File: src/rtl/alu_result_writeback.sv
// alu_result_writeback: sole path from the 64-bit ALU result to architectural
// state. Loads the Z register pair, commits mul/div results to HI/LO, sources
// mfhi/mflo and hands single-word results to the register file via valid/ready.
module alu_result_writeback #(
  parameter int          DATA_WIDTH     = 32,
  parameter int          REG_ADDR_WIDTH = 4,
  parameter logic [4:0]  OP_MUL         = 5'b01111,
  parameter logic [4:0]  OP_DIV         = 5'b10000,
  parameter logic [4:0]  OP_MFHI        = 5'b11000,
  parameter logic [4:0]  OP_MFLO        = 5'b11001,
  // Value the retired counter returns to while clr is low; zero in normal use.
  parameter logic [15:0] RETIRED_INIT   = 16'h0000
) (
  input  logic                        clk,
  input  logic                        clr,
  input  logic                        in_valid,
  output logic                        in_ready,
  input  logic [4:0]                  opcode,
  input  logic [REG_ADDR_WIDTH-1:0]   dest,
  input  logic [2*DATA_WIDTH-1:0]     C,
  output logic                        wb_valid,
  input  logic                        wb_ready,
  output logic [REG_ADDR_WIDTH-1:0]   wb_dest,
  output logic [DATA_WIDTH-1:0]       wb_data,
  output logic [DATA_WIDTH-1:0]       ZHigh,
  output logic [DATA_WIDTH-1:0]       ZLow,
  output logic [DATA_WIDTH-1:0]       HI,
  output logic [DATA_WIDTH-1:0]       LO,
  output logic [15:0]                 retired
);

  // Single-word result opcodes: add..ori form a contiguous range, plus neg/not.
  localparam logic [4:0] OP_ADD = 5'b00011;
  localparam logic [4:0] OP_ORI = 5'b01110;
  localparam logic [4:0] OP_NEG = 5'b10001;
  localparam logic [4:0] OP_NOT = 5'b10010;

  typedef enum logic [1:0] {
    ST_IDLE = 2'd0,
    ST_WB   = 2'd1,
    ST_HILO = 2'd2
  } state_t;

  state_t                state_q;
  state_t                state_d;
  logic                  accept;
  logic                  is_hilo;
  logic                  is_mfhi;
  logic                  is_mflo;
  logic                  is_alu;
  logic                  is_wb_op;
  logic                  retire;
  logic [DATA_WIDTH-1:0] wb_data_d;

  function automatic logic is_alu_result(input logic [4:0] op);
    return ((op >= OP_ADD) && (op <= OP_ORI)) || (op == OP_NEG) || (op == OP_NOT);
  endfunction

  // in_ready low outside IDLE makes a pending mfhi/mflo wait out the HILO commit.
  assign in_ready = (state_q == ST_IDLE);
  assign wb_valid = (state_q == ST_WB);
  assign accept   = in_valid && in_ready;

  assign is_hilo  = (opcode == OP_MUL) || (opcode == OP_DIV);
  assign is_mfhi  = (opcode == OP_MFHI);
  assign is_mflo  = (opcode == OP_MFLO);
  assign is_alu   = is_alu_result(opcode);
  assign is_wb_op = is_mfhi || is_mflo || is_alu;

  // An op retires on its HILO commit or on the accepted register-file write.
  assign retire   = (state_q == ST_HILO) || ((state_q == ST_WB) && wb_ready);

  // Select the word handed to the register file at accept time.
  always_comb begin
    wb_data_d = C[DATA_WIDTH-1:0];
    if (is_mfhi) begin
      wb_data_d = HI;
    end else if (is_mflo) begin
      wb_data_d = LO;
    end
  end

  // Next-state logic; non-result opcodes are consumed without leaving IDLE.
  always_comb begin
    state_d = state_q;
    case (state_q)
      ST_IDLE: begin
        if (accept) begin
          if (is_hilo) begin
            state_d = ST_HILO;
          end else if (is_wb_op) begin
            state_d = ST_WB;
          end
        end
      end
      ST_WB: begin
        if (wb_ready) begin
          state_d = ST_IDLE;
        end
      end
      ST_HILO: begin
        state_d = ST_IDLE;
      end
      default: begin
        state_d = ST_IDLE;
      end
    endcase
  end

  // State register; clr drops any pending write-back or HI/LO commit at once.
  always_ff @(posedge clk or negedge clr) begin
    if (!clr) begin
      state_q <= ST_IDLE;
    end else begin
      state_q <= state_d;
    end
  end

  // Z, write-back, HI/LO and retired-count registers.
  always_ff @(posedge clk or negedge clr) begin
    if (!clr) begin
      ZHigh   <= '0;
      ZLow    <= '0;
      HI      <= '0;
      LO      <= '0;
      wb_dest <= '0;
      wb_data <= '0;
      retired <= RETIRED_INIT;
    end else begin
      if (accept && (is_hilo || is_wb_op)) begin
        ZHigh <= C[2*DATA_WIDTH-1:DATA_WIDTH];
        ZLow  <= C[DATA_WIDTH-1:0];
      end
      if (accept && is_wb_op) begin
        wb_dest <= dest;
        wb_data <= wb_data_d;
      end
      // HI/LO are committed from Z one cycle after the mul/div accept.
      if (state_q == ST_HILO) begin
        HI <= ZHigh;
        LO <= ZLow;
      end
      if (retire) begin
        retired <= retired + 16'd1;
      end
    end
  end

endmodule
File: config.mk
export PLATFORM = sky130hd
export DESIGN_NAME = alu_result_writeback
export DESIGN_NICKNAME = d
export VERILOG_FILES = /design/src/rtl/alu_result_writeback.sv
export SDC_FILE = /design/constraint.sdc
export NUM_CORES = 1
export LEC_CHECK = 0
export ABC_AREA = 1
export CAP_MARGIN = 0
export CORE_MARGIN = 5
export CORE_UTILIZATION = 45
export CTS_BUF_LIST = sky130_fd_sc_hd__clkbuf_4
export DETAILED_ROUTE_END_ITERATION = 10
export GPL_ROUTABILITY_DRIVEN = 0
export PLACE_DENSITY_LB_ADDON = 0.3
export REMOVE_ABC_BUFFERS = 1
export SETUP_SLACK_MARGIN = 0.2
export SLEW_MARGIN = 30
export SYNTH_ARGS = -nofsm -noshare
export SYNTH_HDL_FRONTEND = slang
export SYNTH_SLANG_ARGS = --single-unit
File: constraint.sdc
create_clock -name clk -period 1.46 [get_ports clk]
set_input_delay 0.219 -clock clk [delete_from_list [all_inputs] [get_ports clk]]
set_output_delay 0.219 -clock clk [all_outputs]
set_load 0.02 [all_outputs]
# Word level (Yosys, flattened, before mapping)
# Index checks and enable logic that the tools add are counted.
classes:
  order_cmp: 2
  n_eq_ne: 11
  mux: 7
  reduce_logical: 14
  addsub: 1
op_table:
  columns: ["op", "n"]
  rows:
  - ["$mux 32", 2]
  - ["$eq 5x5->1 const B", 5]
  - ["$add 16x1->16 const B", 1]
  - ["$mux 2", 4]
  - ["$logic_or 1x1->1", 7]
  - ["$eq 5x4->1 const B", 1]
  - ["$ge 5x2->1 const B", 1]
  - ["$le 5x4->1 const B", 1]
  - ["$logic_and 1x1->1", 5]
  - ["$ne 2x1->1 const B", 2]
  - ["$pmux 2 s2", 1]
  - ["$ne 3x1->1 const B", 1]
  - ["$reduce_and 3->1", 1]
  - ["$eq 2x1->1 const B", 1]
  - ["$eq 2x2->1 const B", 1]
  - ["$logic_not 2->1", 1]
word_totals:
  register_bits: 182
  word_cells: 43
  inputBits: 77

# Logic depth before layout (Yosys ltp)
depth:
  depth_word: 9
  ltp_mapped: 10
  depth_no_buf: 8

# Least setup slack after synthesis
# No wires, ideal clock.
synth_timing:
  path_kind: "reg-to-reg"
  startpoint: "reg retired[3]"
  endpoint: "reg retired[9]"
  slack_ps: 42
  t_arrival_ps: 1301
  setup_time_ps: 117
  required_time_ps: 1343
  path_stages_with_launch: 8
  path_cell_list: "dfrtp_1 -> nand2_1 -> nor2_1 -> nand3_1 -> nor2_1 -> nand2_1 -> nand2_1 -> nand2_1"
synth_between:
  elab_chain_len: 1
synth_lines:
  columns: ["element", "line_no", "text"]
  rows:
  - ["start, declared", "29", "output logic [15:0] retired"]
  - ["start signal, assigned", "144", "retired <= retired + 16'd1;"]
  - ["$add 16x1->16", "144", null]
# No other way between the ends.
# A chain may end at the register's enable or synchronous reset.

# Worst setup path after layout
layout_timing:
  startpoint: "reg state_q[0]"
  endpoint: "reg HI[6]"
layout_between:
  elab_chain_len: 1
layout_lines:
  columns: ["element", "line_no", "text"]
  rows:
  - ["start, declared", "44", "state_t state_q;"]
  - ["start signal, assigned", "115", "state_q <= state_d;"]
  - ["$eq 2x2->1", "139", "if (state_q == ST_HILO) begin"]
  - ["end signal, assigned", "140", "HI <= ZHigh;"]
  - ["end, declared", "27", "output logic [DATA_WIDTH-1:0] HI,"]
# No other way between the ends.

==> results.sh <==
export IMPL_outcome="finished, violations left"
export IMPL_violations="setup timing"
export IMPL_grt_ovfl_total=0
export IMPL_cts_tree="yes"
export IMPL_critPathKind="reg2reg"
export IMPL_power_share_switching=0.402
export IMPL_synth_edf_count=0
export IMPL_dominantRegCellSynth="dfrtp_1"
export IMPL_utilization=0.872
export IMPL_netlist_area_leader_share=0.550
export IMPL_ant_nets=0
export IMPL_p_leak_nw=8.33
export IMPL_place_ws_ns=-0.413
export IMPL_worstMarginPinSlew_ns=0.505
export IMPL_drtIter0Drc=1019
export IMPL_grt_pass1_wl_microns=49000
export IMPL_final_net_count=1592
export IMPL_r2r_end="HI[6]"
export IMPL_ir_drop_mv=1.08
export IMPL_crit_path_top_delay_cell="dfrtp_1"
export IMPL_vias=10200
export IMPL_initial_utilization=0.459
export IMPL_dp_cells=1473
export IMPL_worstPathCellList="inv_2, buf_6, nand2_8, buf_12, buf_4, clkbuf_16, nor2_1, a21oi_1"
export IMPL_cp_required_ns=1.95
export IMPL_vias_per_cell=5.82
export IMPL_drv_cap=0
export IMPL_synth_area_top_cells="dfrtp_1 (55%), nand2_1 (13%), nand3_1 (11%), nor2_1 (5.3%), mux2_2 (4.4%)"
export IMPL_clock_sinks=182
export IMPL_final_area_sq_um=15700
export IMPL_setup_ws_ns=-0.309
export IMPL_period_minus_slack_ns=1.77
export IMPL_yosysSeqAreaShare=0.550
export IMPL_setup_viol=166
export IMPL_portBuffers=258
export IMPL_wl_per_cell_microns=24.4
export IMPL_fp_coreArea_sq_um=18000
export IMPL_pwr_share_clk=0.123
export IMPL_grt_pass1_vias=9147
export IMPL_fin_setup_tns_ns=-23.78
export IMPL_max_freq_ghz=0.565
export IMPL_crit_fanout=10
export IMPL_ys_async_sr_fraction=1.00
export IMPL_ios=259
export IMPL_nFillCells=784
export IMPL_hold_viol_final=0
export IMPL_cts_clk_slew_worst_paths_ns=0.16
export IMPL_slew_viol_final=0
export IMPL_syn_area_per_cell_sq_um=8.33
export IMPL_grt_total_usage=0.287
export IMPL_fp_dieArea_sq_um=21200
export IMPL_area_growth_synth_to_final_pct=89.9
export IMPL_p_int_mw=15.3
export IMPL_ys_seq_elements=182
export IMPL_rr_startpoint="state_q[0]"
export IMPL_max_stage_delay_ns=0.44
export IMPL_yosysUniqueCellTypes=26
export IMPL_grt_start_max_net_pins=49
export IMPL_post_dp_cell_area_sq_um=11500
export IMPL_p_total_mw=25.6
export IMPL_worstPathArrival_ns=2.26
export IMPL_switchingPower_mw=10.3
export IMPL_final_layout_size_suffix_gt1_frac=0.473
export IMPL_power_density_nw_per_um2=1630
export IMPL_reg2reg_depth=8
export IMPL_slew_headroom=0.663
export IMPL_clockBufferDepth=2
export IMPL_post_synth_top_area_cell="dfrtp_1"
export IMPL_cts_buffers=17
export IMPL_die_y_microns=146
export IMPL_grt_setup_unrepaired="true"
export IMPL_dieWidth_microns=146
export IMPL_synth_warnings=0
export IMPL_fin_crit_sh=1.21
export IMPL_start_kind="flip-flop"
export IMPL_critPathCaptureType="flip-flop"
export IMPL_synth_most_common_cell="nand2_1"
export IMPL_antenna_found_initial=2
export IMPL_htree_levels=4
export IMPL_min_path_type="in2async"
export IMPL_dr_pass1_iters=7
export IMPL_skew_ns=0.0215
export IMPL_p_comb_frac=0.555
export IMPL_clock_latency_ns=0.61
export IMPL_place_detailed_hpwl_microns=18100
export IMPL_synth_common_cells="nand2_1 (280), dfrtp_1 (182), nand3_1 (174), nor2_1 (118), inv_1 (90)"
export IMPL_timing_reg2reg_setup_slack_ns=-0.31
export IMPL_synth_cell_area_sq_um=8280
export IMPL_holdWs_ns=0.0998
export IMPL_root_buffer="clkbuf_4"
export IMPL_core_rowCount=49
export IMPL_finalWirelength_microns=42800
export IMPL_post_route_drc_count=0
export IMPL_syn_inst=994
export IMPL_fin_cells=1757
export IMPL_seq_power_share=0.322
-- placed cells by master, fill, tap and decap left out, types with 5 or more instances in the layout --
cell type	netlist	layout
nand2_1	280	224
nand3_2	2	75
buf_6	3	206
inv_1	90	85
clkbuf_4	0	23
xor2_1	5	5
nor2_2	0	7
nand3_1	174	94
buf_16	0	18
buf_12	0	32
buf_4	7	205
nand3_4	1	8
nand2_8	0	6
nand2_4	0	17
clkdlybuf4s50_1	0	75
nand2_2	1	37
clkbuf_16	0	13
inv_2	2	6
mux2_2	32	20
a21oi_2	0	8
nor2_1	118	107
dfrtp_1	182	179
a21oi_1	33	24
mux2_4	0	12
-- registers in the layout (all words and copies together) (netlist names) --
| signal | count |
|---|---|
| HI | 32 |
| LO | 32 |
| ZHigh | 32 |
| ZLow | 32 |
| wb_data | 32 |
| retired | 16 |
| wb_dest | 4 |
| state_q | 2 |
-- final cells by class --
type	count	area, sq um	share of cell area
diodes	1	2.50	0.000159
clock buffers	23	173	0.0110
clock inverters	9	128	0.00812
inverters	93	352	0.0224
multi-input cells	665	4070	0.259
flip-flops and latches	182	4560	0.290
well taps	229	287	0.0182
repair buffers	555	6150	0.391
-- worst max-delay path: cells and delay by family, from the launching register on --
family / cells / cell delay, ns
flip-flops: 1 / 0.44
AND/OR/NAND/NOR: 2 / 0.33
AO/OA/AOI/OAI: 1 / 0.10
buffers and inverters: 5 / 0.78
-- how the worst max path moves through the flow --
stage | to | start | depth (start not counted)
3_3_place_gp | wb_data[9] | opcode[4] | 9
4_1_cts | wb_valid | state_q[1] | 2
3_5_place_dp | wb_data[26] | opcode[4] | 9
5_1_grt | HI[6] | state_q[0] | 8
2_1_floorplan | ZHigh[0] | state_q[1] | 6
6_report | HI[6] | state_q[0] | 8
-- cell families after synthesis --
| group | Yosys count | synth area share |
|---|---|---|
| adders and majority gates | 1 | 0.00151 |
| and+or+nand+nor | 584 | 0.297 |
| xor gates and xnor gates | 8 | 0.00846 |
| AOI/OAI and AO/OA | 37 | 0.0227 |
| DFF | 182 | 0.550 |
| muxes | 32 | 0.0435 |
| buffers and inverters | 150 | 0.0765 |
-- power groups by stage --
stage                     clock network [mW]  registers (mW)  logic, mW
after global placement                     0            7.95       8.65
after global routing                    3.35            8.35       14.7
after detailed placement                   0            8.02       8.76
final                                   3.16            8.23       14.2
after CTS                               3.07            7.99       11.6
after floorplan                            0            9.83       2.01
-- routing by layer --
metal	GRT usage	part of all wire	up-vias
met3	0.0716	0.11	276
met5	0	0.00026	-
met1	0.343	0.33	4935
li1	-	-	4187
met2	0.500	0.48	825
met4	0.111	0.077	2
-- repair_timing --
item	in CTS	in global routing
setup endpoints to repair	329	352
buffers inserted	139	75
gates cloned	16	20
hold buffers	1	0
hold endpoints to repair	182	0
gates resized for setup	1199	177
pin swaps	38	77
Power figures use the tool's default switching activity.
